### config.mk
export PLATFORM = sky130hd
export DESIGN_NAME = cam_lutram_writer
export DESIGN_NICKNAME = d
export VERILOG_FILES = /design/src/rtl/cam_pkg.sv /design/src/rtl/cam_sweep_cnt.sv /design/src/rtl/cam_lutram_writer.sv
export SDC_FILE = /design/constraint.sdc
export NUM_CORES = 1
export LEC_CHECK = 0
export ABC_CLOCK_PERIOD_IN_PS = 2130
export CELL_PAD_IN_SITES_DETAIL_PLACEMENT = 1
export CELL_PAD_IN_SITES_GLOBAL_PLACEMENT = 1
export CORE_ASPECT_RATIO = 0.9
export CORE_MARGIN = 2
export CORE_UTILIZATION = 35
export DETAILED_ROUTE_END_ITERATION = 7
export GPL_TIMING_DRIVEN = 1
export PLACE_DENSITY_LB_ADDON = 0.1
export RECOVER_POWER = 50
export SLEW_MARGIN = 20
export SYNTH_ARGS = -nofsm -noshare
export SYNTH_HDL_FRONTEND = slang
export SYNTH_SLANG_ARGS = --single-unit
### constraint.sdc
create_clock -name clk -period 2.13 [get_ports clk]
set_input_delay 0.213 -clock clk [delete_from_list [all_inputs] [get_ports clk]]
set_output_delay 0.213 -clock clk [all_outputs]
set_load 0.02 [all_outputs]
### src/rtl/cam_pkg.sv
// cam_pkg: shared types and helpers for the LUTRAM CAM write controller.
// Holds LUTRAM geometry, request opcodes, writer FSM states and slice match.
package cam_pkg;

   localparam int LUT_ADDR_W = 6;
   localparam int LUT_DEPTH  = 64;

   typedef enum logic [1:0] {
      CAM_INSERT  = 2'b00,
      CAM_TINSERT = 2'b01,
      CAM_DELETE  = 2'b10,
      CAM_RSVD    = 2'b11
   } cam_op_e;

   typedef enum logic [1:0] {
      WR_IDLE,
      WR_SWEEP,
      WR_DONE
   } wr_state_e;

   // Ternary match of one LUTRAM address against a key slice.
   function automatic logic slice_hit(
      input logic [LUT_ADDR_W-1:0] addr,
      input logic [LUT_ADDR_W-1:0] key,
      input logic [LUT_ADDR_W-1:0] mask
   );
      return ((addr ^ key) & ~mask) == '0;
   endfunction

endpackage

### src/rtl/cam_sweep_cnt.sv
// cam_sweep_cnt: W-bit address sweep counter with clear, enable and last flag.
// Ports: clk, rst_n, clr_i, en_i in; cnt_o (count), last_o (count all ones) out.
module cam_sweep_cnt #(
   parameter int W = 6
) (
   input  logic         clk,
   input  logic         rst_n,
   input  logic         clr_i,
   input  logic         en_i,
   output logic [W-1:0] cnt_o,
   output logic         last_o
);

   logic [W-1:0] cnt_q;
   logic [W-1:0] cnt_d;

   always_comb begin
      cnt_d = cnt_q;
      if (clr_i) begin
         cnt_d = '0;
      end else if (en_i) begin
         cnt_d = cnt_q + W'(1);
      end
   end

   always_ff @(posedge clk or negedge rst_n) begin
      if (!rst_n) begin
         cnt_q <= '0;
      end else begin
         cnt_q <= cnt_d;
      end
   end

   assign cnt_o  = cnt_q;
   assign last_o = &cnt_q;

endmodule

### src/rtl/cam_lutram_writer.sv
// cam_lutram_writer: sweeps all LUTRAM addresses to (re)write one CAM column.
// Ports: req_valid/req_ready/req_op/req_key/req_mask in; we/waddr/wdata/busy/done out.
module cam_lutram_writer
   import cam_pkg::*;
#(
   parameter int NUM_LUTS = 4,
   parameter int ADDR_W   = 6
) (
   input  logic                       clk,
   input  logic                       rst_n,
   input  logic                       req_valid,
   output logic                       req_ready,
   input  logic [1:0]                 req_op,
   input  logic [ADDR_W*NUM_LUTS-1:0] req_key,
   input  logic [ADDR_W*NUM_LUTS-1:0] req_mask,
   output logic                       we,
   output logic [ADDR_W-1:0]          waddr,
   output logic [NUM_LUTS-1:0]        wdata,
   output logic                       busy,
   output logic                       done
);

   localparam int KW = ADDR_W * NUM_LUTS;

   wr_state_e             state_q;
   logic [KW-1:0]         key_q;
   logic [KW-1:0]         mask_q;
   cam_op_e               op_q;
   logic                  ready_q;
   logic                  we_q;
   logic [NUM_LUTS-1:0]   wdata_q;
   logic [NUM_LUTS-1:0]   wdata_d;
   logic                  busy_q;
   logic                  done_q;

   logic                  accept;
   logic                  sweeping;
   logic [ADDR_W-1:0]     cnt;
   logic                  cnt_last;

   logic [ADDR_W-1:0]     sel_addr;
   logic [KW-1:0]         sel_key;
   logic [KW-1:0]         sel_mask;
   cam_op_e               sel_op;
   logic                  sel_wr;
   logic                  sel_tern;

   assign accept   = req_valid & ready_q;
   assign sweeping = (state_q == WR_SWEEP);

   cam_sweep_cnt #(
      .W (ADDR_W)
   ) u_cnt (
      .clk    (clk),
      .rst_n  (rst_n),
      .clr_i  (accept),
      .en_i   (sweeping),
      .cnt_o  (cnt),
      .last_o (cnt_last)
   );

   // wdata is registered, so it is computed one address ahead: address 0
   // from the live request on accept, then cnt+1 from the captured request.
   assign sel_addr = sweeping ? cnt + ADDR_W'(1) : '0;
   assign sel_key  = sweeping ? key_q : req_key;
   assign sel_mask = sweeping ? mask_q : req_mask;
   assign sel_op   = sweeping ? op_q : cam_op_e'(req_op);
   assign sel_wr   = (sel_op == CAM_INSERT) || (sel_op == CAM_TINSERT);
   assign sel_tern = (sel_op == CAM_TINSERT);

   for (genvar i = 0; i < NUM_LUTS; i++) begin : g_lut
      logic [ADDR_W-1:0] k_i;
      logic [ADDR_W-1:0] m_i;
      assign k_i = sel_key[ADDR_W*i +: ADDR_W];
      assign m_i = sel_tern ? sel_mask[ADDR_W*i +: ADDR_W] : '0;
      assign wdata_d[i] = sel_wr & slice_hit(LUT_ADDR_W'(sel_addr),
                                             LUT_ADDR_W'(k_i),
                                             LUT_ADDR_W'(m_i));
   end

   always_ff @(posedge clk or negedge rst_n) begin
      if (!rst_n) begin
         state_q <= WR_IDLE;
         key_q   <= '0;
         mask_q  <= '0;
         op_q    <= CAM_INSERT;
         ready_q <= 1'b1;
         we_q    <= 1'b0;
         wdata_q <= '0;
         busy_q  <= 1'b0;
         done_q  <= 1'b0;
      end else begin
         case (state_q)
            WR_IDLE: begin
               if (accept) begin
                  state_q <= WR_SWEEP;
                  key_q   <= req_key;
                  mask_q  <= req_mask;
                  op_q    <= cam_op_e'(req_op);
                  ready_q <= 1'b0;
                  we_q    <= 1'b1;
                  busy_q  <= 1'b1;
                  wdata_q <= wdata_d;
               end
            end
            WR_SWEEP: begin
               if (cnt_last) begin
                  state_q <= WR_DONE;
                  we_q    <= 1'b0;
                  busy_q  <= 1'b0;
                  done_q  <= 1'b1;
                  wdata_q <= '0;
               end else begin
                  wdata_q <= wdata_d;
               end
            end
            WR_DONE: begin
               state_q <= WR_IDLE;
               done_q  <= 1'b0;
               ready_q <= 1'b1;
            end
            default: begin
               state_q <= WR_IDLE;
               ready_q <= 1'b1;
               we_q    <= 1'b0;
               busy_q  <= 1'b0;
               done_q  <= 1'b0;
               wdata_q <= '0;
            end
         endcase
      end
   end

   assign req_ready = ready_q;
   assign we        = we_q;
   assign waddr     = cnt;
   assign wdata     = wdata_q;
   assign busy      = busy_q;
   assign done      = done_q;

endmodule

==> out/metrics.csv, run 1 <==
stage;metric;value;unit
global_route;GRT Util Overall;21.9;%
clock_tree;Worst-path clk slew;70;ps
global_route;vias in the first global route;3431;
synthesis;post-synthesis cell type count;48;
die;Die Height;98.3;um
synthesis;Synth warnings;0;
synthesis;FF+latch count, synth;65;
outcome;failing checks;max-capacitance violations, max-slew violations;
clock_tree;H-tree depth;3;
setup_path;Worst Path Max Fanout;5;
synthesis;syn nets;468;
synthesis;mux cell area share after synthesis;3.04;%
place;gpl congestion;0.782;
synthesis;most frequent cell after synthesis;nand2_1;
outcome;status;complete, but fails checks;
finish;Layout Utilization;47.5;%
setup_path;reg2reg start;req_ready$_DFFE_PN1P_;
clock_tree;CTS tree;built;
setup_path;WP data required;2410;ps
sta;worst slew pin tran;1530;ps
finish;Multi-input gate area;1680;um2
routing;DRT antenna net count;0;
die;IO Count;67;
routing;vias after detailed routing;3125;
synthesis;Compound-Gate Fraction of Synth Area;11.6;%
setup_path;worst r2r path cells;7;
place;placed cell count;609;
finish;Finished Layout Cells;625;
synthesis;syn_area_per_cell;8.36;um2
routing;drt pass-1 iters;4;
finish;Layout fillers;1136;
die;Core ar.;9660;um2
die;Rows;34;
clock_tree;Clock Latency Late Sink;350;ps
sta;final hold vios;0;
worst_hold_path;depth of the worst hold-timing path;3;
finish;layout cells sized above 1;10.4;%
worst_hold_path;Hold WC Path Type;input pin to flip-flop;
routing;average wire per standard cell;17.0;um
synthesis;Synth area leader;dfrtp_1;
place;DP Wirelength;7.60;mm
sta;Max Slew Vio Count;66;
power;Leak Pwr;0.00219;uW
die;initial core utilization;35.8;%
place;port bufs;66;
sta;Worst Skew;9.92;ps
synthesis;Mapped Area;3460;um2
clock_tree;total CTS buffers;9;
sta;tightest hold margin;429;ps
clock_tree;clock sink count;65;
clock_tree;clk buf depth;2;
synthesis;Synth Flop Type;dfrtp_1;
die;die area;10700;um2
routing;routed wire length;10.6;mm
power;worst vdd ir;482;uV
synthesis;Adder-Cell Fraction of Synth Area;0.362;%
finish;sequential cell area;1630;um2
sta;Final WS setup;130;ps
finish;ant diodes;0;
synthesis;sequential fraction of the synthesis area;47.0;%
setup_path;WS Path Type;flip-flop to flip-flop;
worst_hold_path;Hold Path End;mask_q[13]$_DFFE_PN0P_;
setup_path;crit path DAT;2280;ps
synthesis;Synth top cells by count;nand2_1 (173), dfrtp_1 (64), a21oi_1 (21), nor2_1 (16), xor2_1 (16);
synthesis;post-synthesis xor/xnor area fraction;8.28;%
synthesis;ranking of synthesized cells by area;dfrtp_1 (46%), nand2_1 (19%), xor2_1 (4.0%);
sta;setup TNS;0;ps
place;dpl ws;-65.4;ps
synthesis;share of the synthesized area in the top cell type;46.3;%
global_route;gr ovfl total;0;
setup_path;Reg-to-Reg End;wdata[3]$_DFFE_PN0P_;
sta;endpoints failing setup;0;
setup_path;CP Capture Type;flip-flop;
global_route;first-pass GRT wire length;17.6;mm
synthesis;cells after synthesis;414;
setup_path;Critical Path Start Type;flip-flop;
sta;Rel. slew slack;-2.12;%
global_route;largest net degree at the start of global routing;66;
worst_hold_path;hold_sp;req_mask[13];
setup_path;flop2flop setup slack;130;ps
synthesis;Post-Synth Simple-Gate Area;25.2;%
synthesis;EDFF count, synth;0;
power;Power Dens Cells;1290;nW/um2
sta;RSZ-0062 raised after global routing;no;
global_route;initial antenna violation count;0;
sta;fmax;0.500;GHz
sta;Tcrit/Tclk final;93.9;%
routing;First DRT Iteration DRCs;112;
routing;drt drc;0;
finish;Area growth syn-to-layout;32.5;%
routing;Vias/cell;5.00;
synthesis;async set-reset flop share out of synthesis;100;%
sta;crit path time final;2000;ps
flow_run;max_cap viols;1;
synthesis;main combinational cell family by area after synthesis;simple AND/OR/NAND/NOR gates;
finish;Final Net Count;549;
clock_tree;CTS root buf;clkbuf_8;
clock_tree;Post-CTS Setup Inserts;0;
die;Die X;109;um
## metrics by stage
stage	total power, uW	cell area [um2]
finish	5920	4580
global route	6400	4580
CTS	6000	4610
detailed placement	4890	4400
global placement	4800	4400
floorplan	3830	3460
## sequential cells by signal, indices dropped and copies added (netlist names)
name,flops
key_q,24
mask_q,24
u_cnt.cnt_o,6
wdata,4
op_q,2
state_q,2
busy,1
done,1
req_ready,1
## cell usage in the layout, fill, tap and decap left out, types with 3 or more instances in the layout
| master | Yosys | final |
|---|---|---|
| a21oi_1 | 21 | 21 |
| and3_1 | 4 | 4 |
| buf_12 | 0 | 3 |
| buf_4 | 3 | 22 |
| clkbuf_8 | 0 | 11 |
| clkdlybuf4s50_1 | 0 | 65 |
| dfrtp_1 | 64 | 64 |
| inv_1 | 8 | 8 |
| mux2i_1 | 9 | 9 |
| nand2_1 | 173 | 173 |
| nand3_1 | 6 | 6 |
| nor2_1 | 16 | 16 |
| nor2b_1 | 3 | 3 |
| nor3_1 | 5 | 6 |
| o21ai_0 | 13 | 13 |
| o22ai_1 | 7 | 7 |
| xnor2_1 | 13 | 13 |
| xor2_1 | 16 | 16 |
## power by group
group | internal, uW | switching, uW | leakage (uW) | total [uW]
registers | 1790 | 374 | 0.000817 | 2160
clock network | 595 | 477 | 0.000102 | 1070
logic | 1240 | 1450 | 0.00127 | 2690
## final cells by class
cell class / count / share of cell area, %
Timing Repair Buffer: 93 / 19.5
Inverter: 8 / 0.655
Multi-Input combinational cell: 318 / 36.6
Clock buffer: 12 / 3.38
Sequential cell: 65 / 35.5
Clock inverter: 3 / 0.873
Tap cell: 126 / 3.44
## how the worst max path moves through the flow
stage,cells past startpoint,from,endpoint,slack [ps]
after floorplan,7,u_cnt.cnt_o[1]$_DFFE_PN0P_,wdata[3]$_DFFE_PN0P_,160
after global placement,7,req_op[1],wdata[3]$_DFFE_PN0P_,10
after detailed placement,8,req_op[1],wdata[1]$_DFFE_PN0P_,-70
after CTS,6,u_cnt.cnt_o[0]$_DFFE_PN0P_,wdata[3]$_DFFE_PN0P_,90
after global routing,8,u_cnt.cnt_o[0]$_DFFE_PN0P_,wdata[2]$_DFFE_PN0P_,1
final,7,req_ready$_DFFE_PN1P_,wdata[3]$_DFFE_PN0P_,130
## routing by layer
| layer | GRT usage (%) | share of wire [%] | vias up |
|---|---|---|---|
| met2 | 37.9 | 50 | 51 |
| li1 | - | - | 1515 |
| met5 | 0 | 0 | - |
| met1 | 28.1 | 45 | 1551 |
| met4 | 5.62 | 0.77 | 0 |
| met3 | 4.07 | 3.4 | 8 |
## worst max-delay path, cell delays in order, from the launching register on
cell,delay [ps]
dfstp_2,560
nand2_1,70
or3_1,390
buf_4,180
o22a_1,190
nor4_1,190
o22a_1,200
a32o_1,160
## cell families (layout without fill, tap and decap cells)
group	Yosys count	count (layout)
AND/OR/NAND/NOR	215	215
multiplexers	10	10
flip-flops	65	65
AO/OA/AOI/OAI	61	61
XOR/XNOR	31	31
adder cells (fa/ha/maj)	1	1
buffers and inverters	31	116
## repair_timing
action / CTS / global route
hold buffers: 1 / 0
hold endpoints to repair: 64 / 0
endpoints found under the setup margin: 0 / 1
gates resized for setup: 0 / 1
Note: power is estimated with default switching activity, not from simulation.
==> inputs of run 2 (changes only) <==
--- a/config.mk
+++ b/config.mk
@@ -14,7 +14,7 @@
 export DETAILED_ROUTE_END_ITERATION = 7
 export GPL_TIMING_DRIVEN = 1
 export PLACE_DENSITY_LB_ADDON = 0.1
-export RECOVER_POWER = 50
+export RECOVER_POWER = 25
 export SLEW_MARGIN = 20
 export SYNTH_ARGS = -nofsm -noshare
 export SYNTH_HDL_FRONTEND = slang
==> run 2 against run 1 <==
The run still ends with max-capacitance violations, max-slew violations left. Largest cell class unchanged. Clock power barely moved. Utilization rose by 0.12 points. Clock-buffer cell count did not move. Power rose by 0.15%. Via count barely moved. Maximum frequency barely moved.
==> out/metrics.csv, run 2 (synthesis results as in run 1) <==
stage;metric;value;unit
outcome;status;complete, but fails checks;
outcome;failing checks;max-capacitance violations, max-slew violations;
sta;fmax;0.500;GHz
global_route;initial antenna violation count;0;
routing;average wire per standard cell;17.1;um
sta;endpoints failing setup;0;
clock_tree;clk buf depth;2;
routing;routed wire length;10.7;mm
power;Leak Pwr;0.00219;uW
global_route;GRT Util Overall;21.9;%
place;gpl congestion;0.782;
place;placed cell count;609;
sta;final hold vios;0;
global_route;gr ovfl total;0;
die;die area;10700;um2
sta;Final WS setup;131;ps
clock_tree;Clock Latency Late Sink;340;ps
sta;Rel. slew slack;-2.78;%
die;Rows;34;
global_route;first-pass GRT wire length;17.6;mm
finish;commonest non-fill, non-tap cell in the layout;nand2_1;
place;dpl ws;-65.4;ps
setup_path;WP data required;2410;ps
routing;drt pass-1 iters;4;
routing;vias after detailed routing;3126;
setup_path;crit path DAT;2270;ps
setup_path;Critical Path Start Type;flip-flop;
sta;RSZ-0062 raised after global routing;no;
die;Die X;109;um
worst_hold_path;Hold WC Path Type;input pin to flip-flop;
clock_tree;CTS tree;built;
die;initial core utilization;35.8;%
finish;Finished Layout Cells;625;
place;port bufs;66;
finish;Layout fillers;1134;
routing;drt drc;0;
die;IO Count;67;
clock_tree;total CTS buffers;9;
die;Core ar.;9660;um2
die;Die Height;98.3;um
sta;tightest hold margin;430;ps
global_route;vias in the first global route;3431;
global_route;largest net degree at the start of global routing;66;
finish;ant diodes;0;
routing;Vias/cell;5.00;
sta;crit path time final;2000;ps
sta;Max Slew Vio Count;66;
finish;layout cells sized above 1;10.6;%
finish;Final Net Count;549;
clock_tree;CTS root buf;clkbuf_8;
finish;most frequent cells in the layout;nand2_1 (173), clkdlybuf4s50_1 (65), dfrtp_1 (64);
clock_tree;Worst-path clk slew;70;ps
routing;DRT antenna net count;0;
sta;Tcrit/Tclk final;93.8;%
clock_tree;clock sink count;65;
setup_path;CP Capture Type;flip-flop;
finish;Area growth syn-to-layout;32.8;%
clock_tree;H-tree depth;3;
sta;setup TNS;0;ps
power;worst vdd ir;482;uV
sta;worst slew pin tran;1540;ps
power;Design Power;5930;uW
flow_run;max_cap viols;1;
setup_path;WS Path Type;flip-flop to flip-flop;
power;Power Dens Cells;1290;nW/um2
place;DP Wirelength;7.60;mm
sta;Worst Skew;9.11;ps
setup_path;Worst Path Max Fanout;5;
routing;First DRT Iteration DRCs;95;
==> run 2: layer usage <==
layer	part of all wire [%]	wire, um	vias up	track usage (%)
met3	2.9	311	8	4.07
met5	0	0	-	0
met4	0.77	82	0	5.62
met2	50	5360	44	37.9
li1	-	-	1514	-
met1	46	4900	1560	28.1
==> run 2: worst paths after layout <==
path | slack [ps] | startpoint | to | cells after the start
worst max-delay path | 130 | req_ready$_DFFE_PN1P_ | wdata[3]$_DFFE_PN0P_ | 7
worst min-delay path | 430 | req_mask[13] | mask_q[13]$_DFFE_PN0P_ | 3
worst max register to register | 130 | req_ready$_DFFE_PN1P_ | wdata[3]$_DFFE_PN0P_ | 7
worst min register to register | 480 | key_q[16]$_DFFE_PN0P_ | key_q[16]$_DFFE_PN0P_ | 2
max in group asynchronous | 310 | rst_n | mask_q[0]$_DFFE_PN0P_ | 3
min in group asynchronous | 870 | rst_n | u_cnt.cnt_o[0]$_DFFE_PN0P_ | 3
==> run 2: per-stage QoR <==
step                      utilization, %  instance area, um2
after global placement              45.6                4400
after global routing                47.6                4600
after floorplan                        -                3460
after detailed placement            45.6                4400
after CTS                           47.7                4610
final                               47.6                4600
==> run 2: worst max-delay path, cell delays in order, from the launching register on <==
cell and delay [ps]:
dfstp_2 560, nand2_1 70, or3_1 390, buf_4 180, o22a_1 190, nor4_1 190
o22a_1 200, a32o_1 160
==> run 2: cell type report <==
class,count,area [um2],share of cell area [%]
Tap cell,126,158,3.43
Clock buffer,12,155,3.38
Clock inverter,3,40.0,0.871
Inverter,8,30.0,0.653
Timing Repair Buffer,93,896,19.5
Multi-Input combinational cell,318,1690,36.8
Sequential cell,65,1630,35.4
==> run 2: where the power goes <==
part	switching (uW)	leakage (uW)	internal (uW)
clock network	477	0.000102	595
logic	1450	0.00127	1240
registers	375	0.000817	1790
total	2310	0.00219	3620
==> run 2: timing repair <==
item / in CTS / in global routing
setup buffers: 0 / 0
hold endpoints to repair: 64 / 0
endpoints found under the setup margin: 0 / 1
resized for setup: 0 / 1
hold buffers: 1 / 0
==> inputs of run 3 (changes only) <==
--- a/config.mk
+++ b/config.mk
@@ -5,12 +5,13 @@
 export SDC_FILE = /design/constraint.sdc
 export NUM_CORES = 1
 export LEC_CHECK = 0
-export ABC_CLOCK_PERIOD_IN_PS = 2130
+export ABC_CLOCK_PERIOD_IN_PS = 2330
 export CELL_PAD_IN_SITES_DETAIL_PLACEMENT = 1
 export CELL_PAD_IN_SITES_GLOBAL_PLACEMENT = 1
 export CORE_ASPECT_RATIO = 0.9
 export CORE_MARGIN = 2
 export CORE_UTILIZATION = 35
+export CTS_CLUSTER_DIAMETER = 150
 export DETAILED_ROUTE_END_ITERATION = 7
 export GPL_TIMING_DRIVEN = 1
 export PLACE_DENSITY_LB_ADDON = 0.1
==> constraint.sdc (replaced) <==
create_clock -name clk -period 2.33 [get_ports clk]
set_input_delay 0.233 -clock clk [delete_from_list [all_inputs] [get_ports clk]]
set_output_delay 0.233 -clock clk [all_outputs]
set_load 0.02 [all_outputs]
==> run 3 against run 2 <==
The run now ends clean. Clock skew down 1.4 ps. Maximum frequency down 1.8%. First-iteration DRC count down 15%. Via count down 2.1%. Register-to-register slack better by 160 ps. Clock-buffer cell count up 1. Highest routed layer unchanged.
==> out/metrics.csv, run 3 (synthesis results as in run 1) <==
stage;metric;value;unit
clock_tree;CTS tree;built;
finish;ant diodes;0;
setup_path;Worst path top cell family by delay;flip-flops;
clock_tree;CTS root buf;clkbuf_8;
global_route;vias in the first global route;3315;
setup_path;CP Cell Sequence;ha_1, buf_4, xor2_2, buf_4, xnor2_1, nor2_1, nor3_1, o21ai_0, o41ai_2;
sta;Tcrit/Tclk final;87.4;%
global_route;largest net degree at the start of global routing;46;
sta;final hold vios;0;
sta;Final WS setup;294;ps
sta;Max Slew Vio Count;0;
clock_tree;Worst-path clk slew;70;ps
sta;tightest hold margin;435;ps
setup_path;WP data required;2580;ps
finish;Final Net Count;543;
global_route;initial antenna violation count;0;
power;worst vdd ir;452;uV
routing;vias after detailed routing;3061;
outcome;status;completed;
power;Power Dens Cells;1160;nW/um2
sta;setup TNS;0;ps
clock_tree;total CTS buffers;9;
setup_path;Crit-path slowest cell;dfrtp_1;
finish;Layout Utilization;46.6;%
place;port bufs;66;
sta;RSZ-0062 raised after global routing;no;
setup_path;most frequent CP cell;buf_4;
global_route;GRT Util Overall;21.4;%
place;DP Wirelength;7.56;mm
die;Die Height;98.3;um
worst_hold_path;Hold WC Path Type;input pin to flip-flop;
finish;layout cells sized above 1;8.55;%
die;Rows;34;
setup_path;crit path DAT;2280;ps
setup_path;WS Path Type;flip-flop to flip-flop;
flow_run;max_cap viols;0;
place;placed cell count;603;
routing;drt pass-1 iters;4;
setup_path;Critical Path Start Type;flip-flop;
sta;Worst Skew;7.70;ps
sta;Rel. slew slack;2.90;%
routing;drt drc;0;
finish;commonest non-fill, non-tap cell in the layout;nand2_1;
die;Core ar.;9660;um2
finish;Area growth syn-to-layout;30.0;%
setup_path;Worst Path Max Fanout;5;
die;initial core utilization;35.8;%
routing;DRT antenna net count;0;
finish;sequential cell area;1630;um2
die;Die X;109;um
place;dpl ws;55.8;ps
finish;Layout fillers;1142;
die;IO Count;67;
routing;average wire per standard cell;17.2;um
clock_tree;Post-CTS Setup Inserts;0;
clock_tree;Clock Latency Late Sink;350;ps
setup_path;Critical Path Max Stage Delay;430;ps
sta;crit path time final;2040;ps
power;Leak Pwr;0.00214;uW
sta;worst slew pin tran;1460;ps
global_route;first-pass GRT wire length;17.4;mm
finish;Finished Layout Cells;617;
sta;fmax;0.491;GHz
clock_tree;clk buf depth;2;
die;die area;10700;um2
place;gpl congestion;0.774;
routing;routed wire length;10.6;mm
finish;most frequent cells in the layout;nand2_1 (173), clkdlybuf4s50_1 (65), dfrtp_1 (64);
setup_path;WP buf/inv;2;
finish;Multi-input gate area;1680;um2
routing;First DRT Iteration DRCs;81;
setup_path;CP Capture Type;flip-flop;
global_route;gr ovfl total;0;
sta;endpoints failing setup;0;
routing;Vias/cell;4.96;
clock_tree;clock sink count;65;
clock_tree;H-tree depth;3;
-- run 3: changes by cell type in the layout (fill, tap and decap cells not counted), sizes merged --
cell	delta
bufinv	-1
clkinv	-2
buf	-7
clkbuf	+2
-- run 3: stage by stage --
stage	cell area (um2)	power [uW]
2_1_floorplan	3460	3500
3_3_place_gp	4330	4330
3_5_place_dp	4330	4400
4_1_cts	4510	5310
5_1_grt	4500	5660
6_report	4500	5230
-- run 3: tightest hold or removal path, stage by stage --
cell and delay [ps]:
clkdlybuf4s50_1 420, nand2_1 60, nand2_1 40
-- run 3: what timing repair did --
item | CTS | global route
hold buffers | 1 | 0
hold endpoints to repair | 23 | 0
endpoints found under the setup margin | 0 | 0
gates resized for setup | 0 | 0
-- run 3: final timing paths --
kind / from / endpoint / slack [ps] / cells after the start
setup / recovery: u_cnt.cnt_o[1]$_DFFE_PN0P_ / wdata[2]$_DFFE_PN0P_ / 290 / 9
hold / removal: req_key[21] / key_q[21]$_DFFE_PN0P_ / 440 / 3
setup reg to reg: u_cnt.cnt_o[1]$_DFFE_PN0P_ / wdata[2]$_DFFE_PN0P_ / 290 / 9
hold reg to reg: key_q[9]$_DFFE_PN0P_ / key_q[9]$_DFFE_PN0P_ / 470 / 2
max in group asynchronous: rst_n / req_ready$_DFFE_PN1P_ / 610 / 3
min in group asynchronous: rst_n / key_q[2]$_DFFE_PN0P_ / 770 / 2
-- run 3: layout make-up --
cell class | instances | area share (%)
clock buffer | 13 | 3.75
inverter | 8 | 0.667
multi-input combinational | 318 | 37.2
sequential | 65 | 36.2
tap | 126 | 3.50
timing repair buffer | 87 | 18.7
-- run 3: metal layers --
layer / up-vias / share of wire, % / routed length, um / GRT usage (%)
met5: - / 0 / 0 / 0
met2: 59 / 48 / 5090 / 34.7
met1: 1494 / 47 / 4970 / 28.4
li1: 1495 / - / - / -
met3: 13 / 3.7 / 395 / 4.61
met4: 0 / 1.6 / 175 / 7.30
-- run 3: report_power, final --
| part | switching (uW) | total, uW | internal (uW) |
|---|---|---|---|
| logic | 1310 | 2380 | 1060 |
| registers | 345 | 1980 | 1630 |
| clock network | 420 | 877 | 457 |
| total | 2080 | 5230 | 3160 |
